==> src/rtl/vme_init_pkg.sv <==
// ----------------------------------------------------------------------------
// vme_init_pkg
// Shared types for the VME register-access initiator: FSM state encoding,
// response status codes and a small helper that maps an acknowledge to a
// status code.
// Optional feature macro used by the bundle: VME_INIT_TIMEOUT_EN.
// ----------------------------------------------------------------------------
package vme_init_pkg;

    typedef enum logic [1:0] {
        IDLE   = 2'd0,
        STROBE = 2'd1,
        WAIT   = 2'd2,
        RESP   = 2'd3
    } state_t;

    typedef logic [1:0] status_t;

    localparam status_t ST_OK      = 2'b00;
    localparam status_t ST_BUSERR  = 2'b01;
    localparam status_t ST_TIMEOUT = 2'b10;

    // An error acknowledge dominates a simultaneous done.
    function automatic status_t ack_status(input logic err);
        return err ? ST_BUSERR : ST_OK;
    endfunction

endpackage

==> src/rtl/vme_reg_initiator_if.sv <==
// ----------------------------------------------------------------------------
// vme_reg_initiator_if
// Bundles the command port, response port and VME register bus of the
// initiator.
//   master : the initiator's view (drives cmd_ready, rsp_*, VMEAddr,
//            VMEWrData, VMERdMem, VMEWrMem)
//   slave  : the environment's view (command source, response sink and
//            register-bank responder)
// ----------------------------------------------------------------------------
interface vme_reg_initiator_if
    import vme_init_pkg::*;
#(
    parameter int ADDR_W = 18
) ();

    logic              cmd_valid;
    logic              cmd_ready;
    logic              cmd_we;
    logic [ADDR_W-1:0] cmd_addr;
    logic [31:0]       cmd_wdata;

    logic              rsp_valid;
    logic              rsp_ready;
    logic [31:0]       rsp_rdata;
    status_t           rsp_status;

    logic [ADDR_W-1:0] VMEAddr;
    logic [31:0]       VMEWrData;
    logic              VMERdMem;
    logic              VMEWrMem;
    logic [31:0]       VMERdData;
    logic              VMERdDone;
    logic              VMEWrDone;
    logic              VMERdError;
    logic              VMEWrError;

    modport master (
        input  cmd_valid, cmd_we, cmd_addr, cmd_wdata, rsp_ready,
        input  VMERdData, VMERdDone, VMEWrDone, VMERdError, VMEWrError,
        output cmd_ready, rsp_valid, rsp_rdata, rsp_status,
        output VMEAddr, VMEWrData, VMERdMem, VMEWrMem
    );

    modport slave (
        output cmd_valid, cmd_we, cmd_addr, cmd_wdata, rsp_ready,
        output VMERdData, VMERdDone, VMEWrDone, VMERdError, VMEWrError,
        input  cmd_ready, rsp_valid, rsp_rdata, rsp_status,
        input  VMEAddr, VMEWrData, VMERdMem, VMEWrMem
    );

endinterface

==> src/rtl/vme_init_timeout.sv <==
// ----------------------------------------------------------------------------
// vme_init_timeout
// Wait counter for the initiator. Only instantiated when VME_INIT_TIMEOUT_EN
// is defined.
// Ports:
//   Clk, Rst : clock, synchronous active-high reset
//   clr      : force the count to zero (transaction accepted)
//   en       : count this cycle (STROBE/WAIT)
//   expired  : count has reached TIMEOUT_CYCLES
// ----------------------------------------------------------------------------
module vme_init_timeout #(
    parameter int TIMEOUT_CYCLES = 255
) (
    input  logic Clk,
    input  logic Rst,
    input  logic clr,
    input  logic en,
    output logic expired
);

    localparam logic [15:0] LIMIT = 16'(TIMEOUT_CYCLES);

    logic [15:0] count;

    // Saturates at the limit so expired stays asserted until the next clear.
    always_ff @(posedge Clk) begin
        if (Rst || clr) begin
            count <= 16'd0;
        end else if (en && (count != LIMIT)) begin
            count <= count + 16'd1;
        end
    end

    assign expired = (count == LIMIT);

endmodule

==> src/rtl/vme_reg_initiator.sv <==
// ----------------------------------------------------------------------------
// vme_reg_initiator
// Single-outstanding initiator for the internal VME register-access bus.
// Accepts one read/write command, issues a one-cycle VMERdMem/VMEWrMem strobe
// with address/data held, waits for the matching Done/Error and returns read
// data plus a status code on the response port. All outputs are registered.
// Ports:
//   Clk, Rst : clock, synchronous active-high reset
//   bus      : vme_reg_initiator_if.master (command, response, VME bus)
// Parameters:
//   ADDR_W         : word-address width (VMEAddr carries bits [ADDR_W+1:2])
//   TIMEOUT_CYCLES : wait limit from strobe, legal 2..65535
// Optional feature: define VME_INIT_TIMEOUT_EN to enable the wait timeout;
// without it WAIT is indefinite and status TIMEOUT is never produced.
// ----------------------------------------------------------------------------
module vme_reg_initiator
    import vme_init_pkg::*;
#(
    parameter int ADDR_W         = 18,
    parameter int TIMEOUT_CYCLES = 255
) (
    input  logic               Clk,
    input  logic               Rst,
    vme_reg_initiator_if.master bus
);

    if (TIMEOUT_CYCLES < 2 || TIMEOUT_CYCLES > 65535) begin : g_bad_timeout
        $error("vme_reg_initiator: TIMEOUT_CYCLES must be in 2..65535");
    end

    state_t            state;
    logic              cmd_ready_q;
    logic              rsp_valid_q;
    logic [31:0]       rsp_rdata_q;
    status_t           rsp_status_q;
    logic [ADDR_W-1:0] addr_q;
    logic [31:0]       wdata_q;
    logic              rd_mem_q;
    logic              wr_mem_q;
    logic              we_q;

    logic accept;
    logic ack_done;
    logic ack_err;
    logic expired;

    assign accept = (state == IDLE) && cmd_ready_q && bus.cmd_valid;

    // Only the acknowledge pair matching the current direction is observed.
    assign ack_done = we_q ? bus.VMEWrDone  : bus.VMERdDone;
    assign ack_err  = we_q ? bus.VMEWrError : bus.VMERdError;

`ifdef VME_INIT_TIMEOUT_EN
    vme_init_timeout #(
        .TIMEOUT_CYCLES(TIMEOUT_CYCLES)
    ) u_timeout (
        .Clk    (Clk),
        .Rst    (Rst),
        .clr    (accept),
        .en     ((state == STROBE) || (state == WAIT)),
        .expired(expired)
    );
`else
    assign expired = 1'b0;
`endif

    always_ff @(posedge Clk) begin
        if (Rst) begin
            state        <= IDLE;
            cmd_ready_q  <= 1'b0;
            rsp_valid_q  <= 1'b0;
            rsp_rdata_q  <= 32'd0;
            rsp_status_q <= ST_OK;
            addr_q       <= '0;
            wdata_q      <= 32'd0;
            rd_mem_q     <= 1'b0;
            wr_mem_q     <= 1'b0;
            we_q         <= 1'b0;
        end else begin
            case (state)
                IDLE: begin
                    if (accept) begin
                        we_q        <= bus.cmd_we;
                        addr_q      <= bus.cmd_addr;
                        wdata_q     <= bus.cmd_wdata;
                        rd_mem_q    <= ~bus.cmd_we;
                        wr_mem_q    <= bus.cmd_we;
                        cmd_ready_q <= 1'b0;
                        state       <= STROBE;
                    end else begin
                        cmd_ready_q <= 1'b1;
                    end
                end
                // An acknowledge during the strobe cycle is treated as in WAIT.
                STROBE, WAIT: begin
                    rd_mem_q <= 1'b0;
                    wr_mem_q <= 1'b0;
                    if (ack_done || ack_err) begin
                        rsp_valid_q  <= 1'b1;
                        rsp_status_q <= ack_status(ack_err);
                        rsp_rdata_q  <= (ack_err || we_q) ? 32'd0 : bus.VMERdData;
                        state        <= RESP;
                    end else if (expired) begin
                        rsp_valid_q  <= 1'b1;
                        rsp_status_q <= ST_TIMEOUT;
                        rsp_rdata_q  <= 32'd0;
                        state        <= RESP;
                    end else begin
                        state <= WAIT;
                    end
                end
                RESP: begin
                    if (bus.rsp_ready) begin
                        rsp_valid_q <= 1'b0;
                        cmd_ready_q <= 1'b1;
                        state       <= IDLE;
                    end
                end
                default: state <= IDLE;
            endcase
        end
    end

    assign bus.cmd_ready  = cmd_ready_q;
    assign bus.rsp_valid  = rsp_valid_q;
    assign bus.rsp_rdata  = rsp_rdata_q;
    assign bus.rsp_status = rsp_status_q;
    assign bus.VMEAddr    = addr_q;
    assign bus.VMEWrData  = wdata_q;
    assign bus.VMERdMem   = rd_mem_q;
    assign bus.VMEWrMem   = wr_mem_q;

endmodule

==> src/flat_wrapper.sv <==
// flat-port wrapper written by rule: the top's interface ports become plain ports
module vme_reg_initiator_flat import vme_init_pkg::*;
#(
    parameter int ADDR_W         = 18,
    parameter int TIMEOUT_CYCLES = 255
)
  (Clk, Rst, bus_cmd_valid, bus_cmd_we, bus_cmd_addr, bus_cmd_wdata, bus_rsp_ready, bus_VMERdData, bus_VMERdDone, bus_VMEWrDone, bus_VMERdError, bus_VMEWrError, bus_cmd_ready, bus_rsp_valid, bus_rsp_rdata, bus_rsp_status, bus_VMEAddr, bus_VMEWrData, bus_VMERdMem, bus_VMEWrMem);
  vme_reg_initiator_if #(.ADDR_W(ADDR_W)) bus_i ();
  input  logic Clk;
  input  logic Rst;
  input wire logic [$bits(bus_i.cmd_valid)-1:0] bus_cmd_valid;
  input wire logic [$bits(bus_i.cmd_we)-1:0] bus_cmd_we;
  input wire logic [$bits(bus_i.cmd_addr)-1:0] bus_cmd_addr;
  input wire logic [$bits(bus_i.cmd_wdata)-1:0] bus_cmd_wdata;
  input wire logic [$bits(bus_i.rsp_ready)-1:0] bus_rsp_ready;
  input wire logic [$bits(bus_i.VMERdData)-1:0] bus_VMERdData;
  input wire logic [$bits(bus_i.VMERdDone)-1:0] bus_VMERdDone;
  input wire logic [$bits(bus_i.VMEWrDone)-1:0] bus_VMEWrDone;
  input wire logic [$bits(bus_i.VMERdError)-1:0] bus_VMERdError;
  input wire logic [$bits(bus_i.VMEWrError)-1:0] bus_VMEWrError;
  output wire logic [$bits(bus_i.cmd_ready)-1:0] bus_cmd_ready;
  output wire logic [$bits(bus_i.rsp_valid)-1:0] bus_rsp_valid;
  output wire logic [$bits(bus_i.rsp_rdata)-1:0] bus_rsp_rdata;
  output wire logic [$bits(bus_i.rsp_status)-1:0] bus_rsp_status;
  output wire logic [$bits(bus_i.VMEAddr)-1:0] bus_VMEAddr;
  output wire logic [$bits(bus_i.VMEWrData)-1:0] bus_VMEWrData;
  output wire logic [$bits(bus_i.VMERdMem)-1:0] bus_VMERdMem;
  output wire logic [$bits(bus_i.VMEWrMem)-1:0] bus_VMEWrMem;
  assign bus_i.cmd_valid = bus_cmd_valid;
  assign bus_i.cmd_we = bus_cmd_we;
  assign bus_i.cmd_addr = bus_cmd_addr;
  assign bus_i.cmd_wdata = bus_cmd_wdata;
  assign bus_i.rsp_ready = bus_rsp_ready;
  assign bus_i.VMERdData = bus_VMERdData;
  assign bus_i.VMERdDone = bus_VMERdDone;
  assign bus_i.VMEWrDone = bus_VMEWrDone;
  assign bus_i.VMERdError = bus_VMERdError;
  assign bus_i.VMEWrError = bus_VMEWrError;
  assign bus_cmd_ready = bus_i.cmd_ready;
  assign bus_rsp_valid = bus_i.rsp_valid;
  assign bus_rsp_rdata = bus_i.rsp_rdata;
  assign bus_rsp_status = bus_i.rsp_status;
  assign bus_VMEAddr = bus_i.VMEAddr;
  assign bus_VMEWrData = bus_i.VMEWrData;
  assign bus_VMERdMem = bus_i.VMERdMem;
  assign bus_VMEWrMem = bus_i.VMEWrMem;
  vme_reg_initiator #(.ADDR_W(ADDR_W), .TIMEOUT_CYCLES(TIMEOUT_CYCLES)) u_core (.Clk(Clk), .Rst(Rst), .bus(bus_i));
endmodule
==> config.mk <==
export PLATFORM = sky130hd
export DESIGN_NAME = vme_reg_initiator_flat
export DESIGN_NICKNAME = d
export VERILOG_FILES = /design/src/rtl/vme_init_pkg.sv /design/src/rtl/vme_reg_initiator_if.sv /design/src/rtl/vme_init_timeout.sv /design/src/rtl/vme_reg_initiator.sv /design/src/flat_wrapper.sv
export SDC_FILE = /design/constraint.sdc
export NUM_CORES = 1
export LEC_CHECK = 0
export ABC_CLOCK_PERIOD_IN_PS = 3250
export CAP_MARGIN = 20
export CORE_MARGIN = 8
export CORE_UTILIZATION = 43
export DETAILED_ROUTE_END_ITERATION = 7
export GPL_TIMING_DRIVEN = 0
export PLACE_DENSITY = 0.86
export SETUP_SLACK_MARGIN = 0.2
export SLEW_MARGIN = 20
export SYNTH_ARGS = -nofsm -noshare
export SYNTH_HDL_FRONTEND = slang
export SYNTH_HIERARCHICAL = 1
export SYNTH_SLANG_ARGS = --single-unit
==> constraint.sdc <==
create_clock -name Clk -period 3.25 [get_ports Clk]
set_clock_uncertainty 0.05 [all_clocks]
set_input_delay 0.65 -clock Clk [delete_from_list [all_inputs] [get_ports Clk]]
set_output_delay 0.65 -clock Clk [all_outputs]
set_load 0.01 [all_outputs]
# Word level (Yosys, flattened, before mapping)
# Cells that the tools add are included.
dict set report totals {
  reg_bits 91
  in_bits 91
  out_inout_bits 88
}
dict set report classes {
  n_eq_ne 6
  n_mux 18
  bitwise_logic 1
  reduce_logical 15
}
# operator count
set ops {}
lappend ops {{2-to-1 mux 32 bit} 1}
lappend ops {{2-to-1 mux 1 bit} 10}
lappend ops {{AND reduction 2 bit} 5}
lappend ops {{case mux 1 bit (2 select lines)} 4}
lappend ops {{case mux 2 bit (3 select lines)} 1}
lappend ops {{nonzero test 2 bit} 3}
lappend ops {{== test 2 bit, second input constant} 2}
lappend ops {{2-to-1 mux 2 bit} 2}
lappend ops {{inequality test 2 x 1 -> 1 bit, second input constant} 2}
lappend ops {{AND reduction 3 bit} 1}
lappend ops {{== test 2 x 1 -> 1 bit, second input constant} 1}
lappend ops {{logical AND 1 bit} 2}
lappend ops {{logical NOT 2 bit} 1}
lappend ops {{logical OR 1 bit} 2}
lappend ops {{inequality test 2 bit, second input constant} 1}
lappend ops {{OR reduction 2 bit} 1}
lappend ops {{NOT 1 bit} 1}

# Depth between registers and ports, before layout
dict set report depth {
  ltp_word 5
  depth_mapped 7
}

# Least setup slack after synthesis
# Ideal clock, no wire load.
dict set report synth_timing {
  path_type {input to register}
  start {input bus_VMEWrError}
  end {register u_core.rsp_rdata_q[13], in the netlist u_core/bus.rsp_rdata[13]}
  setup_time_ns 0.072
  arrival_ns 1.617
  t_required_ns 3.128
  path_slack_ns 1.511
  path_stages 5
  path_buffers 2
  path_cell_list {or3b_1 > buf_2 > nand3_4 > buf_6 > mux2i_1}
}
dict set report synth_via {
  elab_chain_cells 3
  word_cells_on_any_way 5
}
# element line_no
set synth_lines {}
lappend synth_lines {{start: declaration} flat_wrapper.sv:20} ;# input wire logic [$bits(bus_i.VMEWrError)-1:0] bus_VMEWrError;
lappend synth_lines {{2-to-1 mux 1 bit *} vme_reg_initiator.sv:51} ;# assign ack_err = we_q ? bus.VMEWrError : bus.VMERdError;
lappend synth_lines {{logical OR 1 bit (on tied branches)} {vme_reg_initiator.sv:101, vme_reg_initiator.sv:98}}
lappend synth_lines {{2-to-1 mux 32 bit / AND reduction 2 bit (equally long branches)} n/a}
lappend synth_lines {{end signal: assignment} vme_reg_initiator.sv:101} ;# rsp_rdata_q <= (ack_err || we_q) ? 32'd0 : bus.VMERdData;
lappend synth_lines {{end: declaration} vme_reg_initiator.sv:34} ;# logic [31:0] rsp_rdata_q;
# Mark *: on every way between the ends. The rest lies on a longest branch, timed or not.
# A chain may end at the register's enable or synchronous reset.

# Worst setup path after layout
dict set report layout_timing {
  start {register u_core.cmd_ready_q, in the netlist u_core/bus.cmd_ready}
  end {output bus_cmd_ready}
}
# element line_no
set layout_lines {}
lappend layout_lines {{start: declaration} vme_reg_initiator.sv:32} ;# logic cmd_ready_q;
lappend layout_lines {{start signal: assignment} vme_reg_initiator.sv:70} ;# cmd_ready_q <= 1'b0;
lappend layout_lines {{start signal: assignment} vme_reg_initiator.sv:88} ;# cmd_ready_q <= 1'b0;
lappend layout_lines {{start signal: assignment} vme_reg_initiator.sv:91} ;# cmd_ready_q <= 1'b1;
lappend layout_lines {{end: declaration} flat_wrapper.sv:21} ;# output wire logic [$bits(bus_i.cmd_ready)-1:0] bus_cmd_ready;
# No word-level cell between the ends.

==> results.py <==
metrics = {
    "worst_setup_path": {
        "crit_path_end_kind": "output pin",
        "crit_fanout": 6,
        "critical-path-slowest-cell": "clkdlybuf4s50_1",
        "cp.depth": 1,
        "path_class": "reg -> out",
        "critical_path_arrival_ns": 1.38,
        "ff2ff_path_depth": 6,
        "path_cells": "clkdlybuf4s50_1",
        "startpoint_type": "flop",
        "startpoint": "u_core/bus.cmd_ready",
        "cp_top_family": "buffers and inverters",
        "required_ns": 2.55,
        "r2r-start": "u_core/state[0]",
        "critPathMaxStageDelay_ns": 0.62,
        "critPathBufInv": 1,
        "critical_path.endpoint": "bus_cmd_ready",
        "r2r_end": "u_core/state[0]",
        "rrSetupSlack_ns": 1.36,
    },
    "route": {
        "drt_iter0_drc": 109,
        "routed_wl_um": 11100,
        "post_drt_wl_per_cell_um": 15.7,
        "drc": 0,
        "vias": 3416,
        "vias_per_cell": 4.82,
        "dr.pass1.iters": 4,
        "ant_nets": 0,
    },
    "die": {
        "die_w_um": 106,
        "initial_utilization": 0.436,
        "die_h_um": 106,
        "core_area_um2": 8050,
        "io_pins": 179,
        "rows": 33,
        "fp.dieArea_um2": 11300,
    },
    "timing": {
        "timing.final.crit_share": 0.640,
        "fin_crit_ns": 2.08,
        "finalHoldViolations": 0,
        "finalSetupViolCount": 0,
        "final-max-slew-violation-count": 0,
        "rsz0062_at_grt": "false",
        "worst_slew_margin_rel": 0.655,
        "fin_setup_tns_ns": 0,
        "fmax_mhz": 481,
        "tightest_slew_ns": 0.513,
    },
    "global_route": {
        "antenna_found_initial": 0,
        "grt_max_degree": 16,
        "grt_pass1_vias": 3538,
        "grt_usage": 0.190,
        "grt_pass1_wl_um": 17500,
        "grt_overflow": 0,
    },
    "synthesis": {
        "avgSynthCellArea_um2": 8.50,
        "yosysSeqAreaShare": 0.513,
        "synth_top_cell_area_share": 0.513,
        "netlist_area_um2": 3510,
        "yosys.cell_types.count": 32,
        "ys_top_cells_by_area": "dfxtp_1, nand2_1, mux2i_1",
        "yosysMostFrequentCell": "nand2_1",
        "ys.flop_type": "dfxtp_1",
        "ys_ff_latch": 90,
        "synth_edf_count": 0,
        "ys_warn_count": 6,
        "synthCells": 413,
        "synth_common_cells": "nand2_1, dfxtp_1, a21oi_1",
        "async_flop_share": 0,
        "synth_nets": 506,
        "yosys.area.top_type": "dfxtp_1",
    },
    "layout": {
        "diodes": 0,
        "fillerInstances": 670,
        "fin_area_um2": 5620,
        "drive_gt1_frac": 0.0480,
        "final_nets": 693,
        "area_growth_pct": 60.0,
    },
    "cts": {
        "cts_resized": 0,
        "cts_hold_buf": 0,
        "cts-root-buf": "clkbuf_8",
        "post-cts-setup-buffer-count": 0,
        "clock_sinks": 90,
        "clkTransAtPathRegs_ns": 0.09,
        "cts_tree": "done",
        "clock_path_buffers": 2,
        "clock_latency_ns": 0.34,
        "ctsHtreeMaxLevel": 3,
        "numCtsBuffers": 9,
    },
    "power": {
        "peakVddDrop_v": 0.000306,
        "leakage_nw": 2.12,
        "power_density_nw_per_um2": 638,
        "p_total_mw": 3.58,
    },
    "placed_design": {
        "hpwl_um": 8620,
        "placed_cell_area_um2": 5400,
        "place_congestion": 0.778,
        "portBuffers": 176,
    },
    "flow_run": {
        "drv_cap": 0,
    },
    "min_path": {
        "hold_path.class": "reg -> reg",
    },
    "outcome": {
        "status": "finished clean",
    },
}
## state kept, by name, summed over array words and instances, names as in the netlist, 2 cells and up
name / flops
u_core/bus.VMEAddr: 18
u_core/bus.VMEWrData: 32
u_core/bus.rsp_rdata: 32
u_core/state: 2
## report_power, final
part	switching (mW)	internal, mW	total [mW]
clock	0.396	0.433	0.830
combinational	0.657	0.705	1.36
sequential	0.104	1.29	1.39
## final cells by class
| cell class | instances | area, µm² | area share |
|---|---|---|---|
| multi-input combinational | 290 | 1550 | 0.276 |
| sequential | 90 | 1800 | 0.321 |
| clock buffer | 9 | 124 | 0.0220 |
| clock inverter | 6 | 90.1 | 0.0160 |
| tap | 105 | 131 | 0.0234 |
| buffer | 31 | 154 | 0.0274 |
| inverter | 2 | 7.51 | 0.00134 |
| timing repair buffer | 176 | 1760 | 0.314 |
## through the flow
stage	utilization	setup WS (ns)	hold WS, ns	instances
after floorplan	-	1.51	0.421	413
after global placement	0.671	0.896	0.391	694
after detailed placement	0.671	0.828	0.399	694
after CTS	0.698	1.15	0.411	709
after global routing	0.698	1.04	0.422	709
final	0.698	1.17	0.413	709
## cells in the final DEF (no fill, tap or decap), types with 2 or more instances in the layout
| cell type | Yosys | routed |
|---|---|---|
| inv_6 | 0 | 2 |
| mux2i_1 | 33 | 33 |
| clkdlybuf4s50_1 | 0 | 176 |
| clkbuf_8 | 0 | 9 |
| dfxtp_1 | 90 | 90 |
| buf_6 | 2 | 2 |
| ha_1 | 2 | 2 |
| nand3_1 | 4 | 4 |
| or3_1 | 2 | 2 |
| buf_2 | 6 | 6 |
| clkbuf_1 | 21 | 21 |
| nand2b_1 | 34 | 34 |
| nor3_1 | 3 | 3 |
| a31oi_1 | 2 | 2 |
| nor2_1 | 2 | 2 |
| a21oi_1 | 56 | 56 |
| bufinv_16 | 0 | 2 |
| nand2_1 | 137 | 137 |
| inv_1 | 2 | 2 |
## per-layer routing
metal	wire, µm	track usage	up-vias
met3	652	0.0490	23
met2	5730	0.338	102
met5	0	0	-
li1	-	-	1707
met4	369	0.102	0
met1	4360	0.201	1584
## worst min-delay path by stage
stage / slack [ns] / to / from / cells past startpoint
after floorplan: 0.42 / u_core/state[1] / u_core/state[1] / 2
after global placement: 0.39 / u_core/bus.VMEWrData[2] / u_core/bus.VMEWrData[2] / 2
after detailed placement: 0.40 / u_core/bus.VMEWrData[31] / u_core/bus.VMEWrData[31] / 2
after CTS: 0.41 / u_core/bus.VMEWrData[31] / u_core/bus.VMEWrData[31] / 2
after global routing: 0.42 / u_core/bus.VMEAddr[12] / u_core/bus.VMEAddr[12] / 2
final: 0.41 / u_core/bus.VMEAddr[16] / u_core/bus.VMEAddr[16] / 2
## logic make-up after synthesis
kind of cell / Yosys count / synth area share
mux: 33 / 0.0941
compound gates: 63 / 0.0944
buf+inv: 33 / 0.0460
simple gates: 191 / 0.244
other cells: 1 / 0.00107
fa+ha+maj: 2 / 0.00713
flops: 90 / 0.513
(Power assumes the default switching activity.)
